<file path="config.mk">
export PLATFORM = sky130hd
export DESIGN_NAME = trig_sched_flat
export DESIGN_NICKNAME = d
export VERILOG_FILES = /design/src/rtl/trig_sched_if.sv /design/src/rtl/trig_sched.sv /design/src/flat_wrapper.sv
export SDC_FILE = /design/constraint.sdc
export NUM_CORES = 1
export LEC_CHECK = 0
export CORE_MARGIN = 5
export CORE_UTILIZATION = 45
export CTS_BUF_LIST = sky130_fd_sc_hd__clkbuf_8 sky130_fd_sc_hd__clkbuf_16
export DETAILED_ROUTE_END_ITERATION = 16
export GPL_TIMING_DRIVEN = 0
export PLACE_DENSITY_LB_ADDON = 0.1
export SLEW_MARGIN = 15
export SYNTH_ARGS = -nofsm -noshare
export SYNTH_HDL_FRONTEND = slang
export SYNTH_SLANG_ARGS = --single-unit
</file>
<file path="constraint.sdc">
create_clock -name clk_i -period 4.61 [get_ports clk_i]
set_input_delay 1.1525 -clock clk_i [delete_from_list [all_inputs] [get_ports clk_i]]
set_output_delay 1.1525 -clock clk_i [all_outputs]
set_load 0.01 [all_outputs]
</file>
<file path="src/rtl/trig_sched_if.sv">
`default_nettype none
// ============================================================================
// trig_sched_if : trigger source / qualified trigger bundle for trig_sched
// Rev 1.0
// ============================================================================
interface trig_sched_if #(
  parameter int NSRC = 4
);
  localparam int SW = $clog2(NSRC);

  logic [NSRC-1:0] src_pulse;
  logic [NSRC-1:0] src_en;
  logic            trig;
  logic [SW-1:0]   trig_src;

  modport master (
    output src_pulse,
    output src_en,
    input  trig,
    input  trig_src
  );

  modport slave (
    input  src_pulse,
    input  src_en,
    output trig,
    output trig_src
  );
endinterface
`default_nettype wire

</file>
<file path="src/rtl/trig_sched.sv">
`default_nettype none
// ============================================================================
// trig_sched : round-robin trigger scheduler with holdoff and miss counting
// Rev 1.0
// ============================================================================
module trig_sched #(
  parameter int NSRC = 4,
  parameter int HW   = 32
) (
  input  wire logic            clk_i,
  input  wire logic            rstn_i,
  trig_sched_if.slave          bus,
  input  wire logic            arm_i,
  input  wire logic            disarm_i,
  input  wire logic            single_i,
  input  wire logic [HW-1:0]   holdoff_i,
  output logic                 armed_o,
  output logic                 holdoff_o,
  output logic [NSRC-1:0]      pend_o,
  output logic [15:0]          miss_cnt_o
);
  localparam int SW = $clog2(NSRC);

  typedef enum logic [1:0] {
    S_IDLE  = 2'd0,
    S_ARMED = 2'd1,
    S_HOLD  = 2'd2
  } state_e;

  state_e            state_q, state_d;
  logic [NSRC-1:0]   pend_q, pend_d;
  logic [SW-1:0]     last_q, last_d;
  logic [HW-1:0]     cnt_q, cnt_d;
  logic              trig_q, trig_d;
  logic [SW-1:0]     src_q, src_d;
  logic [15:0]       miss_q, miss_d;

  logic [NSRC-1:0]   req_w;
  logic [NSRC-1:0]   hits_w;
  logic              gnt_vld_w;
  logic [SW-1:0]     gnt_idx_w;
  logic [4:0]        pop_w;
  logic [16:0]       miss_sum_w;

  // Round-robin search: walk downward so the nearest source after last wins.
  always_comb begin
    req_w     = pend_q & bus.src_en;
    hits_w    = bus.src_pulse & bus.src_en;
    gnt_vld_w = 1'b0;
    gnt_idx_w = '0;
    for (int k = NSRC; k >= 1; k--) begin
      if (req_w[(int'(last_q) + k) % NSRC]) begin
        gnt_vld_w = 1'b1;
        gnt_idx_w = SW'((int'(last_q) + k) % NSRC);
      end
    end
    pop_w = '0;
    for (int i = 0; i < NSRC; i++) begin
      pop_w = pop_w + {4'b0, hits_w[i]};
    end
    miss_sum_w = {1'b0, miss_q} + {12'b0, pop_w};
  end

  always_comb begin
    state_d = state_q;
    pend_d  = pend_q & bus.src_en;
    last_d  = last_q;
    cnt_d   = cnt_q;
    trig_d  = 1'b0;
    src_d   = src_q;
    miss_d  = miss_q;

    case (state_q)
      S_IDLE: begin
        pend_d = '0;
        if (arm_i) begin
          state_d = S_ARMED;
          miss_d  = '0;
        end
      end
      S_ARMED: begin
        pend_d = (pend_q | hits_w) & bus.src_en;
        if (gnt_vld_w) begin
          pend_d[gnt_idx_w] = 1'b0;
          trig_d            = 1'b1;
          src_d             = gnt_idx_w;
          last_d            = gnt_idx_w;
          cnt_d             = holdoff_i;
          state_d           = S_HOLD;
        end
      end
      S_HOLD: begin
        miss_d = miss_sum_w[16] ? 16'hFFFF : miss_sum_w[15:0];
        if (cnt_q == '0) begin
          if (single_i) begin
            state_d = S_IDLE;
            pend_d  = '0;
          end else begin
            state_d = S_ARMED;
          end
        end else begin
          cnt_d = cnt_q - HW'(1);
        end
      end
      default: state_d = S_IDLE;
    endcase

    // Abort overrides any grant computed above in the same cycle.
    if (disarm_i) begin
      state_d = S_IDLE;
      pend_d  = '0;
      cnt_d   = '0;
      trig_d  = 1'b0;
      src_d   = src_q;
      last_d  = last_q;
    end
  end

  always_ff @(posedge clk_i or negedge rstn_i) begin
    if (!rstn_i) begin
      state_q <= S_IDLE;
      pend_q  <= '0;
      last_q  <= SW'(NSRC - 1);
      cnt_q   <= '0;
      trig_q  <= 1'b0;
      src_q   <= '0;
      miss_q  <= '0;
    end else begin
      state_q <= state_d;
      pend_q  <= pend_d;
      last_q  <= last_d;
      cnt_q   <= cnt_d;
      trig_q  <= trig_d;
      src_q   <= src_d;
      miss_q  <= miss_d;
    end
  end

  assign bus.trig     = trig_q;
  assign bus.trig_src = src_q;
  assign armed_o      = (state_q == S_ARMED);
  assign holdoff_o    = (state_q == S_HOLD);
  assign pend_o       = pend_q;
  assign miss_cnt_o   = miss_q;

endmodule
`default_nettype wire

</file>
<file path="src/flat_wrapper.sv">
// flat-port wrapper written by rule: the top's interface ports become plain ports
module trig_sched_flat 
#(
  parameter int NSRC = 4,
  parameter int HW   = 32
)
  (clk_i, rstn_i, arm_i, disarm_i, single_i, holdoff_i, armed_o, holdoff_o, pend_o, miss_cnt_o, bus_src_pulse, bus_src_en, bus_trig, bus_trig_src);
  trig_sched_if #(.NSRC(NSRC)) bus_i ();
  input  wire logic clk_i;
  input  wire logic rstn_i;
  input  wire logic arm_i;
  input  wire logic disarm_i;
  input  wire logic single_i;
  input  wire logic [HW-1:0] holdoff_i;
  output logic armed_o;
  output logic holdoff_o;
  output logic [NSRC-1:0] pend_o;
  output logic [15:0] miss_cnt_o;
  input wire logic [$bits(bus_i.src_pulse)-1:0] bus_src_pulse;
  input wire logic [$bits(bus_i.src_en)-1:0] bus_src_en;
  output wire logic [$bits(bus_i.trig)-1:0] bus_trig;
  output wire logic [$bits(bus_i.trig_src)-1:0] bus_trig_src;
  assign bus_i.src_pulse = bus_src_pulse;
  assign bus_i.src_en = bus_src_en;
  assign bus_trig = bus_i.trig;
  assign bus_trig_src = bus_i.trig_src;
  trig_sched #(.NSRC(NSRC), .HW(HW)) u_core (.clk_i(clk_i), .rstn_i(rstn_i), .bus(bus_i), .arm_i(arm_i), .disarm_i(disarm_i), .single_i(single_i), .holdoff_i(holdoff_i), .armed_o(armed_o), .holdoff_o(holdoff_o), .pend_o(pend_o), .miss_cnt_o(miss_cnt_o));
endmodule
</file>
Word level (Yosys, flattened, before mapping)
Index checks and enable logic that the tools add are counted.
{"block": "totals", "register_bits": 59, "inputBits": 45, "out_inout_bits": 25, "word_cells": 96}
{"block": "classes", "add_sub_neg": 9, "order_cmp": 6, "eq_ne": 7, "n_mux": 43, "bitwise_logic": 11, "n_reduce_logical": 13}
{"operator": "32-bit two-way mux", "count": 3}
{"operator": "32-bit one-hot mux with 2 select lines", "count": 1}
{"operator": "32-bit logical NOT", "count": 1}
{"operator": "16-bit two-way mux", "count": 2}
{"operator": "16-bit one-hot mux with 2 select lines", "count": 1}
{"operator": "32-bit by 1-bit subtractor with 32-bit output (second input constant)", "count": 1}
{"operator": "16-bit by 5-bit adder with 17-bit output", "count": 1}
{"operator": "1-bit two-way mux", "count": 17}
{"operator": "4-bit AND", "count": 4}
{"operator": "3-bit by 4-bit less-than comparator with 1-bit output (second input constant)", "count": 4}
{"operator": "2-bit two-way mux", "count": 8}
{"operator": "4-bit two-way mux", "count": 4}
{"operator": "4-bit one-hot mux with 3 select lines", "count": 1}
{"operator": "5-bit by 1-bit adder with 5-bit output", "count": 2}
{"operator": "3-bit AND reduction", "count": 3}
{"operator": "1-bit binary-select mux with 2-bit select", "count": 4}
{"operator": "2-bit OR reduction", "count": 4}
{"operator": "3-bit by 2-bit != test with 1-bit output (second input constant)", "count": 2}
{"operator": "3-bit != test (second input constant)", "count": 2}
{"operator": "2-bit one-hot mux with 3 select lines", "count": 1}
{"operator": "2-bit by 1-bit adder with 2-bit output (second input constant)", "count": 2}
{"operator": "2-bit adder (second input constant)", "count": 2}
{"operator": "1-bit AND (first input constant)", "count": 4}
{"operator": "4-bit inverter", "count": 1}
{"operator": "14 further kinds", "count": 14}

Depth between registers and ports, before layout
{"block": "depth", "word_depth": 19, "depth_mapped": 15, "depth_no_buf": 14}

Least setup slack after synthesis
OpenSTA, ideal clock, no wires.
{"block": "synth_timing", "kind": "input port to flip-flop", "from": "input port bus_src_pulse[1]", "to": "register u_core.miss_q[1], in the netlist u_core.miss_cnt_o[1]", "setup_time_ps": 83, "t_arrival_ps": 3961, "t_required_ps": 4527, "slack_ps": 567, "path_stages": 15, "n_path_buf": 1, "cell_sequence": "and2_1 ha_1 inv_1 fa_1 inv_1 ha_1 inv_1 fa_1 nor2b_1 o2111a_1 nand4_1 or2_2 clkbuf_1 a21o_1 o21ai_0"}
{"block": "synth_between", "elab_chain_len": 7}
{"element": "from (decl)", "line_no": "flat_wrapper.sv:19", "source": "input wire logic [$bits(bus_i.src_pulse)-1:0] bus_src_pulse;"}
{"element": "4-bit AND", "line_no": "trig_sched.sv:48", "source": "hits_w = bus.src_pulse & bus.src_en;"}
{"element": "1-bit by 1-bit adder with 2-bit output", "line_no": "trig_sched.sv:59", "source": "pop_w = pop_w + {4'b0, hits_w[i]};"}
{"element": "5-bit by 1-bit adder with 5-bit output (2 in a row)", "line_no": "trig_sched.sv:59"}
{"element": "16-bit by 5-bit adder with 17-bit output", "line_no": "trig_sched.sv:61", "source": "miss_sum_w = {1'b0, miss_q} + {12'b0, pop_w};"}
{"element": "16-bit two-way mux", "line_no": "trig_sched.sv:93", "source": "miss_d = miss_sum_w[16] ? 16'hFFFF : miss_sum_w[15:0];"}
{"element": "16-bit one-hot mux with 2 select lines", "line_no": "trig_sched.sv:73", "source": "case (state_q)"}
{"element": "to (signal assigned)", "line_no": "trig_sched.sv:135", "source": "miss_q <= miss_d;"}
{"element": "to (decl)", "line_no": "trig_sched.sv:36", "source": "logic [15:0] miss_q, miss_d;"}
No other way between the ends.
A chain may end at the register's enable or synchronous reset.

Worst setup path after layout
{"block": "layout_timing", "from": "input port bus_src_en[0]", "to": "register u_core.miss_q[0], in the netlist u_core.miss_cnt_o[0]"}
{"block": "layout_between", "elab_chain_len": 7}
{"element": "from (decl)", "line_no": "flat_wrapper.sv:20", "source": "input wire logic [$bits(bus_i.src_en)-1:0] bus_src_en;"}
{"element": "4-bit AND", "line_no": "trig_sched.sv:48"}
{"element": "1-bit by 1-bit adder with 2-bit output", "line_no": "trig_sched.sv:59"}
{"element": "5-bit by 1-bit adder with 5-bit output (2 in a row)", "line_no": "trig_sched.sv:59"}
{"element": "16-bit by 5-bit adder with 17-bit output", "line_no": "trig_sched.sv:61"}
{"element": "16-bit two-way mux", "line_no": "trig_sched.sv:93"}
{"element": "16-bit one-hot mux with 2 select lines", "line_no": "trig_sched.sv:73"}
No other way between the ends.

==> impl_metrics.tcl <==
set metrics [dict create \
    status "finished clean" \
    cts.clk_slew.worst_paths_ps 60 \
    maxCapViolations 0 \
    route.detailed.drc 0 \
    hold_violations 0 \
    cp-start-kind "primary input" \
    dpl.hpwl_um 8100 \
    required_ps 4860 \
    grt_pass1_vias 3647 \
    r2r_cells 8 \
    finalCriticalPeriod_ps 4310 \
    die_h_um 102 \
    worstHoldPathType "reg -> reg" \
    synthFlopType "dfrtp_1" \
    worst_pin_slew_ps 1010 \
    fmax_mhz 232 \
    p_per_area_mw_per_mm2 310 \
    grt_pass1_wl_um 17900 \
    layout-drive-gt1-share_pct 6.24 \
    power_uw 1490 \
    grt_max_degree 53 \
    avgSynthCellArea_sq_um 8.21 \
    rrSetupSlack_ps 1720 \
    r2r_start "u_core.cnt_q[12]" \
    vias 3818 \
    cts_sinks 59 \
    path_cells "clkdlybuf4s50_1 > and2_1 > ha_1 > inv_1 > fa_1 > inv_1 > ha_1 > inv_1 > fa_1 > nor2b_1 > o2111a_1 > nand4_1 > or2_2 > nor2b_1 > o21ai_0" \
    postPlaceCellArea_sq_mm 0.00461 \
    htreeDepth 3 \
    antenna_cells 0 \
    die_w_um 102 \
    postRouteAntennaNets 0 \
    ys_seq_elements 59 \
    synthArstFlopShare_pct 100 \
    grt_antenna_before_repair 0 \
    synth_edf_count 0 \
    grt_use_met1_pct 29.1 \
    ioPinCount 70 \
    cts.repair.resized 0 \
    cts_tree "done" \
    cts-root-buf "clkbuf_8" \
    place.gp.congestion 0.909 \
    ys_warn_count 0 \
    grt.total_usage_pct 22.1 \
    io_buffers 69 \
    clk_latency_ps 340 \
    startpoint "bus_src_en[0]" \
    final_area_sq_mm 0.00482 \
    min_period_over_period_pct 93.6 \
    setup_viol 0 \
    syn_to_final_growth_pct 27.9 \
    gr-usage-met2_pct 36.4 \
    ys_types 57 \
    die_area_sq_mm 0.0103 \
    syn_area_sq_mm 0.00377 \
    via_per_inst 5.87 \
    ys_seq_area_share_pct 39.3 \
    synth_nets 513 \
    fill_cells 780 \
    maxSlewViolCount 0 \
    nNetsFinal 595 \
    use_met3_pct 4.75 \
    critical_path_peak_fanout 13 \
    slowest_delay_ps 490 \
    post_drt_wl_per_cell_um 17.0 \
    criticalPathCategory "in -> reg" \
    drtIter0Drc 273 \
    pre_cts_ws_ps -287 \
    overflow 0 \
    wirelength_um 11100 \
    skew_ps 10.5 \
    clockBufferDepth 2 \
    cts_buffers 9 \
    cp_common_cell "inv_1" \
    cp-endpoint "u_core.miss_cnt_o[0]" \
    core_sq_mm 0.00818 \
    endpoint_kind "register" \
    fin_ws_ps 297 \
    critical_path.slowest_cell "clkdlybuf4s50_1" \
    cp.arrival_ps 4560 \
    start_util_pct 46.1 \
    syn-instance-count 459 \
    busiest_layer "met2" \
    vdd.ir_drop.worst_v 0.000158 \
    rsz0062_at_grt "no" \
    dr.pass1.iters 7 \
    p_leak_uw 0.00202 \
    r2r_end "u_core.cnt_q[22]" \
    num_rows 33 \
    timing.slew.headroom_pct 31.9 \
]
[cell usage after synthesis, drive strengths merged, types with 4 or more instances]
cell / instances / area share [%]
or3: 4 / 0.66
a21o: 7 / 1.4
nor4: 7 / 1.6
o21a: 4 / 0.80
a21oi: 38 / 5.0
nor3: 18 / 2.4
a31oi: 4 / 0.66
nor2: 44 / 4.4
o21ai: 71 / 9.4
o22ai: 4 / 0.66
and2: 5 / 0.83
or4: 6 / 1.4
or2: 5 / 0.83
dfrtp: 57 / 38
a22oi: 6 / 1.2
clkbuf: 16 / 1.6
nand3: 12 / 1.6
inv: 20 / 2.0
buf: 6 / 1.2
ha: 7 / 2.3
nand4: 8 / 1.3
o31ai: 5 / 1.0
nor3b: 6 / 1.2
and3: 5 / 0.83
nand2: 39 / 3.9
a22o: 9 / 2.1
[flip-flops by register name, summed over array words and instances, names as in the netlist]
signal	count
u_core.bus.trig	1
u_core.pend_o	4
u_core.miss_cnt_o	16
u_core.last_q	2
u_core.cnt_q	32
u_core.bus.trig_src	2
u_core.state_q	2
[metal layers]
layer	vias to the layer above	routed length, um	part of all wire, %
met5	-	0	0
met4	0	250	2.3
met3	20	703	6.4
met2	139	5180	47
met1	1786	4930	45
li1	1873	-	-
[cell type report]
| type | count | area [sq um] | area share, % |
|---|---|---|---|
| multi-input cells | 357 | 2100 | 43.7 |
| flip-flops and latches | 59 | 1480 | 30.7 |
| repair buffers | 72 | 731 | 15.2 |
| clock buffers | 11 | 151 | 3.14 |
| well taps | 105 | 131 | 2.73 |
| plain buffers | 21 | 101 | 2.10 |
| inverters | 21 | 78.8 | 1.64 |
| clock inverters | 4 | 42.5 | 0.883 |
[cell families (layout without fill, tap and decap cells)]
kind of cell,Yosys count,after routing,share of synthesized area [%]
multiplexers,2,2,0.531
AO/OA/AOI/OAI,176,176,28.9
buffers and inverters,43,129,4.88
AND/OR/NAND/NOR,169,169,22.9
adder cells (fa/ha/maj),9,9,3.39
XOR/XNOR,1,1,0.233
flip-flops,59,59,39.3
[cell usage in the layout, fill, tap and decap left out, types with 6 or more instances in the layout]
cell type        synthesis  layout
nor2_1                  44      44
nor3b_1                  6       6
nand4_1                  8       8
nand3_1                 12      12
clkdlybuf4s50_1          0      68
a22oi_1                  6       6
a22o_1                   9       9
inv_1                   19      21
o21ai_0                 69      69
a21oi_1                 38      38
ha_1                     7       7
dfrtp_1                 57      57
nand2_1                 39      39
clkbuf_1                16      15
nor4_1                   6       6
a21o_1                   7       7
buf_4                    6       9
nor3_1                  18      18
clkbuf_8                 0      11
[metrics by stage]
step	cells	hold slack, ps	utilization [%]	setup TNS [ps]
floorplan	459	471	-	0
global placement	633	463	56.1	-2180
detailed placement	634	478	56.4	-2650
CTS	649	494	58.8	0
global route	650	505	59.0	0
finish	650	484	59.0	0
[report_power, final]
group	internal [uW]	switching (uW)
Clock	272	204
Sequential	564	50.4
Combinational	171	232
[critical path: cells and delay by family]
kind            cells  cell delay [ps]
compound gates      2              390
buf+inv             4              650
fa+ha+maj           4             1250
simple gates        5             1100
[how the worst min path moves through the flow]
stage                      startpoint  cells after the start                endpoint  slack, ps
2_1_floorplan        u_core.cnt_q[19]                      2        u_core.cnt_q[19]        470
3_3_place_gp   u_core.bus.trig_src[1]                      1  u_core.bus.trig_src[1]        460
3_5_place_dp   u_core.bus.trig_src[1]                      1  u_core.bus.trig_src[1]        480
4_1_cts        u_core.bus.trig_src[1]                      1  u_core.bus.trig_src[1]        490
5_1_grt        u_core.bus.trig_src[1]                      1  u_core.bus.trig_src[1]        500
6_report       u_core.bus.trig_src[1]                      1  u_core.bus.trig_src[1]        480
[timing repair]
item	in CTS	in global routing
setup endpoints to repair	0	10
hold buffers	0	0
hold endpoints to repair	0	0
buffers inserted	0	2
Power figures use the tool's default switching activity.
